[src/rtl/muldiv_unit.sv]
// Iterative RV32M multiply/divide unit: radix-2 shift/add multiply, restoring divide,
// one iteration per cycle, with a one-cycle fast path for divide-by-zero and signed overflow.
module muldiv_unit #(
  parameter  int XLEN = 32,
  localparam int CNTW = $clog2(XLEN) + 1
) (
  input  logic            clk,
  input  logic            reset,
  input  logic            startE,
  input  logic [2:0]      funct3E,
  input  logic [XLEN-1:0] srcaE,
  input  logic [XLEN-1:0] srcbE,
  input  logic            flushE,
  output logic            busyE,
  output logic            doneE,
  output logic [XLEN-1:0] resultE
);

  typedef enum logic [1:0] {S_IDLE, S_CALC, S_FIX, S_DONE} state_t;

  localparam logic [XLEN-1:0] MINV = {1'b1, {(XLEN-1){1'b0}}};

  state_t            r_state, w_next;
  logic [2:0]        r_op;
  logic [CNTW-1:0]   r_cnt;
  logic [2*XLEN-1:0] r_acc;
  logic [XLEN-1:0]   r_opnd;
  logic              r_negq, r_negr;
  logic [XLEN-1:0]   r_result;

  logic              w_accept, w_is_div, w_a_sgn, w_b_sgn, w_b_zero, w_ovf, w_fast;
  logic [XLEN-1:0]   w_a_mag, w_b_mag, w_fast_res;
  logic [XLEN:0]     w_madd, w_dsh, w_dsub;
  logic              w_dge;
  logic [2*XLEN-1:0] w_mul_step, w_div_step, w_prod;
  logic [XLEN-1:0]   w_quo, w_rem, w_fix_res;

  assign w_accept = startE && !flushE && ((r_state == S_IDLE) || (r_state == S_DONE));
  assign w_is_div = funct3E[2];
  assign w_a_sgn  = srcaE[XLEN-1] && ((funct3E == 3'b001) || (funct3E == 3'b010) ||
                                      (funct3E == 3'b100) || (funct3E == 3'b110));
  assign w_b_sgn  = srcbE[XLEN-1] && ((funct3E == 3'b001) || (funct3E == 3'b100) ||
                                      (funct3E == 3'b110));
  assign w_a_mag  = w_a_sgn ? -srcaE : srcaE;
  assign w_b_mag  = w_b_sgn ? -srcbE : srcbE;
  assign w_b_zero = (srcbE == '0);
  assign w_ovf    = !funct3E[0] && (srcaE == MINV) && (srcbE == '1);
  assign w_fast   = w_is_div && (w_b_zero || w_ovf);
  assign w_fast_res = w_b_zero ? (funct3E[1] ? srcaE : '1)
                               : (funct3E[1] ? '0    : srcaE);

  // Multiply: conditionally add multiplicand into the high half, then shift the whole pair right.
  assign w_madd     = {1'b0, r_acc[2*XLEN-1:XLEN]} + (r_acc[0] ? {1'b0, r_opnd} : '0);
  assign w_mul_step = {w_madd, r_acc[XLEN-1:1]};

  // Divide: shift remainder:quotient left, trial-subtract divisor, shift in the quotient bit.
  assign w_dsh      = {r_acc[2*XLEN-1:XLEN], r_acc[XLEN-1]};
  assign w_dsub     = w_dsh - {1'b0, r_opnd};
  assign w_dge      = !w_dsub[XLEN];
  assign w_div_step = {(w_dge ? w_dsub[XLEN-1:0] : w_dsh[XLEN-1:0]), r_acc[XLEN-2:0], w_dge};

  assign w_prod = r_negq ? -r_acc : r_acc;
  assign w_quo  = r_negq ? -r_acc[XLEN-1:0] : r_acc[XLEN-1:0];
  assign w_rem  = r_negr ? -r_acc[2*XLEN-1:XLEN] : r_acc[2*XLEN-1:XLEN];

  always_comb begin
    w_fix_res = w_rem;
    case (r_op)
      3'b000:                 w_fix_res = w_prod[XLEN-1:0];
      3'b001, 3'b010, 3'b011: w_fix_res = w_prod[2*XLEN-1:XLEN];
      3'b100, 3'b101:         w_fix_res = w_quo;
      default:                w_fix_res = w_rem;
    endcase
  end

  always_ff @(posedge clk) begin
    if (!reset) r_state <= S_IDLE;
    else        r_state <= w_next;
  end

  always_comb begin
    w_next = r_state;
    case (r_state)
      S_IDLE, S_DONE: w_next = w_accept ? (w_fast ? S_DONE : S_CALC) : S_IDLE;
      S_CALC: begin
        if (flushE)                   w_next = S_IDLE;
        else if (r_cnt == CNTW'(1))   w_next = S_FIX;
      end
      S_FIX:   w_next = flushE ? S_IDLE : S_DONE;
      default: w_next = S_IDLE;
    endcase
  end

  always_ff @(posedge clk) begin
    if (!reset) begin
      r_op     <= '0;
      r_cnt    <= '0;
      r_acc    <= '0;
      r_opnd   <= '0;
      r_negq   <= 1'b0;
      r_negr   <= 1'b0;
      r_result <= '0;
    end else if (w_accept) begin
      r_op   <= funct3E;
      r_cnt  <= w_fast ? '0 : CNTW'(XLEN);
      r_acc  <= {{XLEN{1'b0}}, (w_is_div ? w_a_mag : w_b_mag)};
      r_opnd <= w_is_div ? w_b_mag : w_a_mag;
      r_negq <= w_a_sgn ^ w_b_sgn;
      r_negr <= w_a_sgn;
      if (w_fast) r_result <= w_fast_res;
    end else if ((r_state == S_CALC) && !flushE) begin
      r_acc <= r_op[2] ? w_div_step : w_mul_step;
      r_cnt <= r_cnt - CNTW'(1);
    end else if ((r_state == S_FIX) && !flushE) begin
      r_result <= w_fix_res;
    end
  end

  assign busyE   = (r_state == S_CALC) || (r_state == S_FIX);
  assign doneE   = (r_state == S_DONE);
  assign resultE = r_result;

endmodule

[config.mk]
export PLATFORM = sky130hd
export DESIGN_NAME = muldiv_unit
export DESIGN_NICKNAME = d
export VERILOG_FILES = /design/src/rtl/muldiv_unit.sv
export SDC_FILE = /design/constraint.sdc
export NUM_CORES = 1
export LEC_CHECK = 0
export CORE_UTILIZATION = 55
export DETAILED_ROUTE_END_ITERATION = 8
export GPL_ROUTABILITY_DRIVEN = 0
export GPL_TIMING_DRIVEN = 0
export PLACE_DENSITY = 0.75
export SLEW_MARGIN = 5
export SYNTH_ARGS = -nofsm -noshare
export SYNTH_HDL_FRONTEND = slang
export SYNTH_SLANG_ARGS = --single-unit
[constraint.sdc]
create_clock -name clk -period 4.2 [get_ports clk]
set_input_delay 0.42 -clock clk [delete_from_list [all_inputs] [get_ports clk]]
set_output_delay 0.42 -clock clk [all_outputs]
set_load 0.01 [all_outputs]
==> impl_metrics.toml <==
[detailed_routing]
postRouteAntennaNets = 0
dr.pass1.iters = 9
viasPerCell = 6.93
drtIter0Drc = 2912
drcViolationCount = 70
post_drt_wl_per_cell_um = 24.2
wl_mm = 62.0
vias = 17752

[sta]
fmaxAchievable_ghz = 0.242
finalCriticalPeriod_ns = 4.13
clock_skew_ns = 0.0152
setup_viol = 0
drv_slew = 0
hold_viol_final = 0
slew_headroom = 0.358
worst_pin_slew_ns = 0.958
min_period_over_period = 0.982

[yosys]
async_flop_share = 0
yosysTopAreaCell = "dfxtp_1"
synth_area_sq_mm = 0.0147
synth_mux_area_frac = 0.0389
synth_top_family_by_area = "compound AO/OA/AOI/OAI gates"
ys_types = 86
yosys-top-cells-area = "dfxtp_1 19%, a21oi_1 6.6%, nand2_1 6.5%, ha_1 6.3%, xnor2_1 5.9%"
synth-edff-count = 0
synth_compound_area_frac = 0.308
syn-num-nets = 2241
syn_area_per_cell_sq_um = 7.03
ys_dominant_reg_cell = "dfxtp_1"
synthXorXnorAreaFrac = 0.105
ys.warnings.count = 0
synth_simple_gate_area_frac = 0.231
synth_top_area_frac = 0.192
synthAdderAreaFrac = 0.0657
netlist_instances = 2094
ys_ff_latch = 141
synth.yosys.seq_area_share = 0.192

[floorplanning]
start_util = 0.563
rows = 59
io_pins = 105
dieArea_sq_mm = 0.0274
die_x_um = 166
core_area_sq_mm = 0.0261
die_h_um = 166

[setup_path]
cp-end-kind = "register"
critPathMaxFanout = 10
worst_setup_path_start_kind = "register"
r2r_cells = 13
critPathRequiredTime_ns = 4.53
crit_arrival_ns = 4.46
cpMaxStageDelayCell = "clkbuf_1"
critPathMaxStageDelay_ns = 0.58
worstSetupPathType = "reg2reg"
crit_chain = "inv_1 -> ha_1 -> fa_1 -> nand2b_1 -> a21oi_1 -> o21ai_0 -> a21oi_2 -> o21ba_2 -> o22ai_1 -> xor2_2 -> clkbuf_1 -> o211ai_1 -> a22o_1"

[layout]
final_nets = 2362
mostFrequentLayoutCell = "nand2_1"
final_area_sq_mm = 0.0168
layout_common_cells = "256 x nand2_1, 208 x nor2_1, 194 x a21oi_1"
multiInputGateArea_sq_mm = 0.0111
fill_cells = 2423
seqCellArea_sq_mm = 0.00282
antenna_cells = 0
drive_gt1_frac = 0.0615
area_growth_pct = 14.4

[power]
total_power_uw = 4820
power_frac_clock = 0.323
switching_share = 0.406
p_switching_uw = 1950
power_leakage_uw = 0.00657
power.share.sequential = 0.302
internal-power_uw = 2860
ir_drop_uv = 231
p_per_area_mw_per_mm2 = 286
p_comb_frac = 0.375

[status]
status = "complete, but fails checks"
violations = "design-rule violations"

[place]
place_area_sq_mm = 0.0161
dp_hpwl_mm = 47.8
port_buffers = 100

[grt]
grt_pass1_vias = 15988
overflow = 0
grt_pass1_wl_mm = 91.5
antenna_found_initial = 2
grt.total_usage = 0.446
grt_max_degree = 17

[clocking]
cts_buffer_depth = 2
path_clk_slew_ns = 0.07
clock-sinks = 141
cts_tree = "built"
clk_latency_ns = 0.45
htreeDepth = 4
numCtsBuffers = 17
clockRootBuffer = "clkbuf_16"
ctsHoldBuffers = 0

[hold_path]
hp-class = "reg2reg"
whs_path_depth = 2

[flow_run]
max-cap-violations = 0
==> state kept, by name (all words and copies together), names as in the netlist <==
signal / flops
r_acc: 64
r_opnd: 32
resultE: 32
r_cnt: 6
r_op: 3
r_state: 2
r_negq: 1
r_negr: 1
==> cells by family (layout without fill, tap and decap cells) <==
| logic type | count (synthesis) | count (layout) |
|---|---|---|
| DFF | 141 | 141 |
| and+or+nand+nor | 724 | 724 |
| xor gates and xnor gates | 176 | 176 |
| adders and majority gates | 76 | 76 |
| AOI/OAI and AO/OA | 701 | 701 |
| muxes | 52 | 52 |
| buffers and inverters | 224 | 358 |
==> area by class of cell <==
| cell class | instances | area share |
|---|---|---|
| clock inverter | 14 | 0.00922 |
| tap | 335 | 0.0249 |
| sequential | 141 | 0.168 |
| multi-input combinational | 1729 | 0.659 |
| inverter | 68 | 0.0152 |
| buffer | 156 | 0.0382 |
| clock buffer | 18 | 0.0255 |
| timing repair buffer | 102 | 0.0604 |
==> per-stage QoR <==
step	setup slack (ns)	hold WS, ns	TNS [ns]	utilization	std cells
floorplan	0.736	0.432	0	-	2094
CTS	0.0131	0.455	0	0.641	2561
detailed placement	-0.635	0.446	-7.83	0.617	2529
global route	-0.000679	0.466	-0.000679	0.644	2563
finish	0.0741	0.454	0	0.644	2563
global placement	-0.532	0.441	-6.20	0.617	2529
==> routing by layer <==
metal | vias up | track usage | wire (um)
li1 | 7871 | - | -
met4 | 2 | 0.311 | 5290
met1 | 8031 | 0.527 | 22300
met5 | - | 0.0246 | 82
met2 | 1404 | 0.669 | 25700
met3 | 444 | 0.157 | 8600
==> power groups by stage <==
stage,combinational (uW),clock (uW),sequential [uW]
after floorplan,1120,0,1450
after global placement,1640,0,1480
after detailed placement,1660,0,1480
after CTS,1680,1540,1450
after global routing,1880,1600,1460
final,1810,1560,1450
==> synth_stat cells, drive strengths merged (15+ instances only) <==
master  instances
xor2           77
a21oi         196
or2            15
and2           17
o31ai          24
nor4           26
dfxtp         141
a21boi         19
mux2           31
a211oi         34
mux2i          20
nor2          208
a31oi          22
ha             74
a222oi         31
nor2b          17
a21o           38
inv            68
xnor2          99
nand2         257
or4            18
o21ai         176
buf            24
nor3           43
nand3          34
nand4          15
o211ai         47
nand2b         19
clkbuf        132
or3            24
==> critical path: cells and delay by family (launching register included) <==
| family | cells | cell delay (ns) |
|---|---|---|
| adder cells (fa/ha/maj) | 2 | 0.64 |
| AO/OA/AOI/OAI | 7 | 1.62 |
| AND/OR/NAND/NOR | 1 | 0.19 |
| flip-flops | 1 | 0.48 |
| buffers and inverters | 2 | 0.70 |
| XOR/XNOR | 1 | 0.38 |
==> timing repair <==
item                       CTS  global route
setup endpoints to repair   24            32
gates resized for setup      9            15
pin swaps                    0             2
buffers inserted             0             2
==> path summary, 6_finish.rpt <==
check | from | endpoint | slack, ns
worst min register to register | r_opnd[2] | r_opnd[2] | 0.45
worst min-delay path | r_opnd[2] | r_opnd[2] | 0.45
worst max-delay path | r_acc[31] | r_acc[48] | 0.07
worst max register to register | r_acc[31] | r_acc[48] | 0.07
Power figures use the tool's default switching activity.
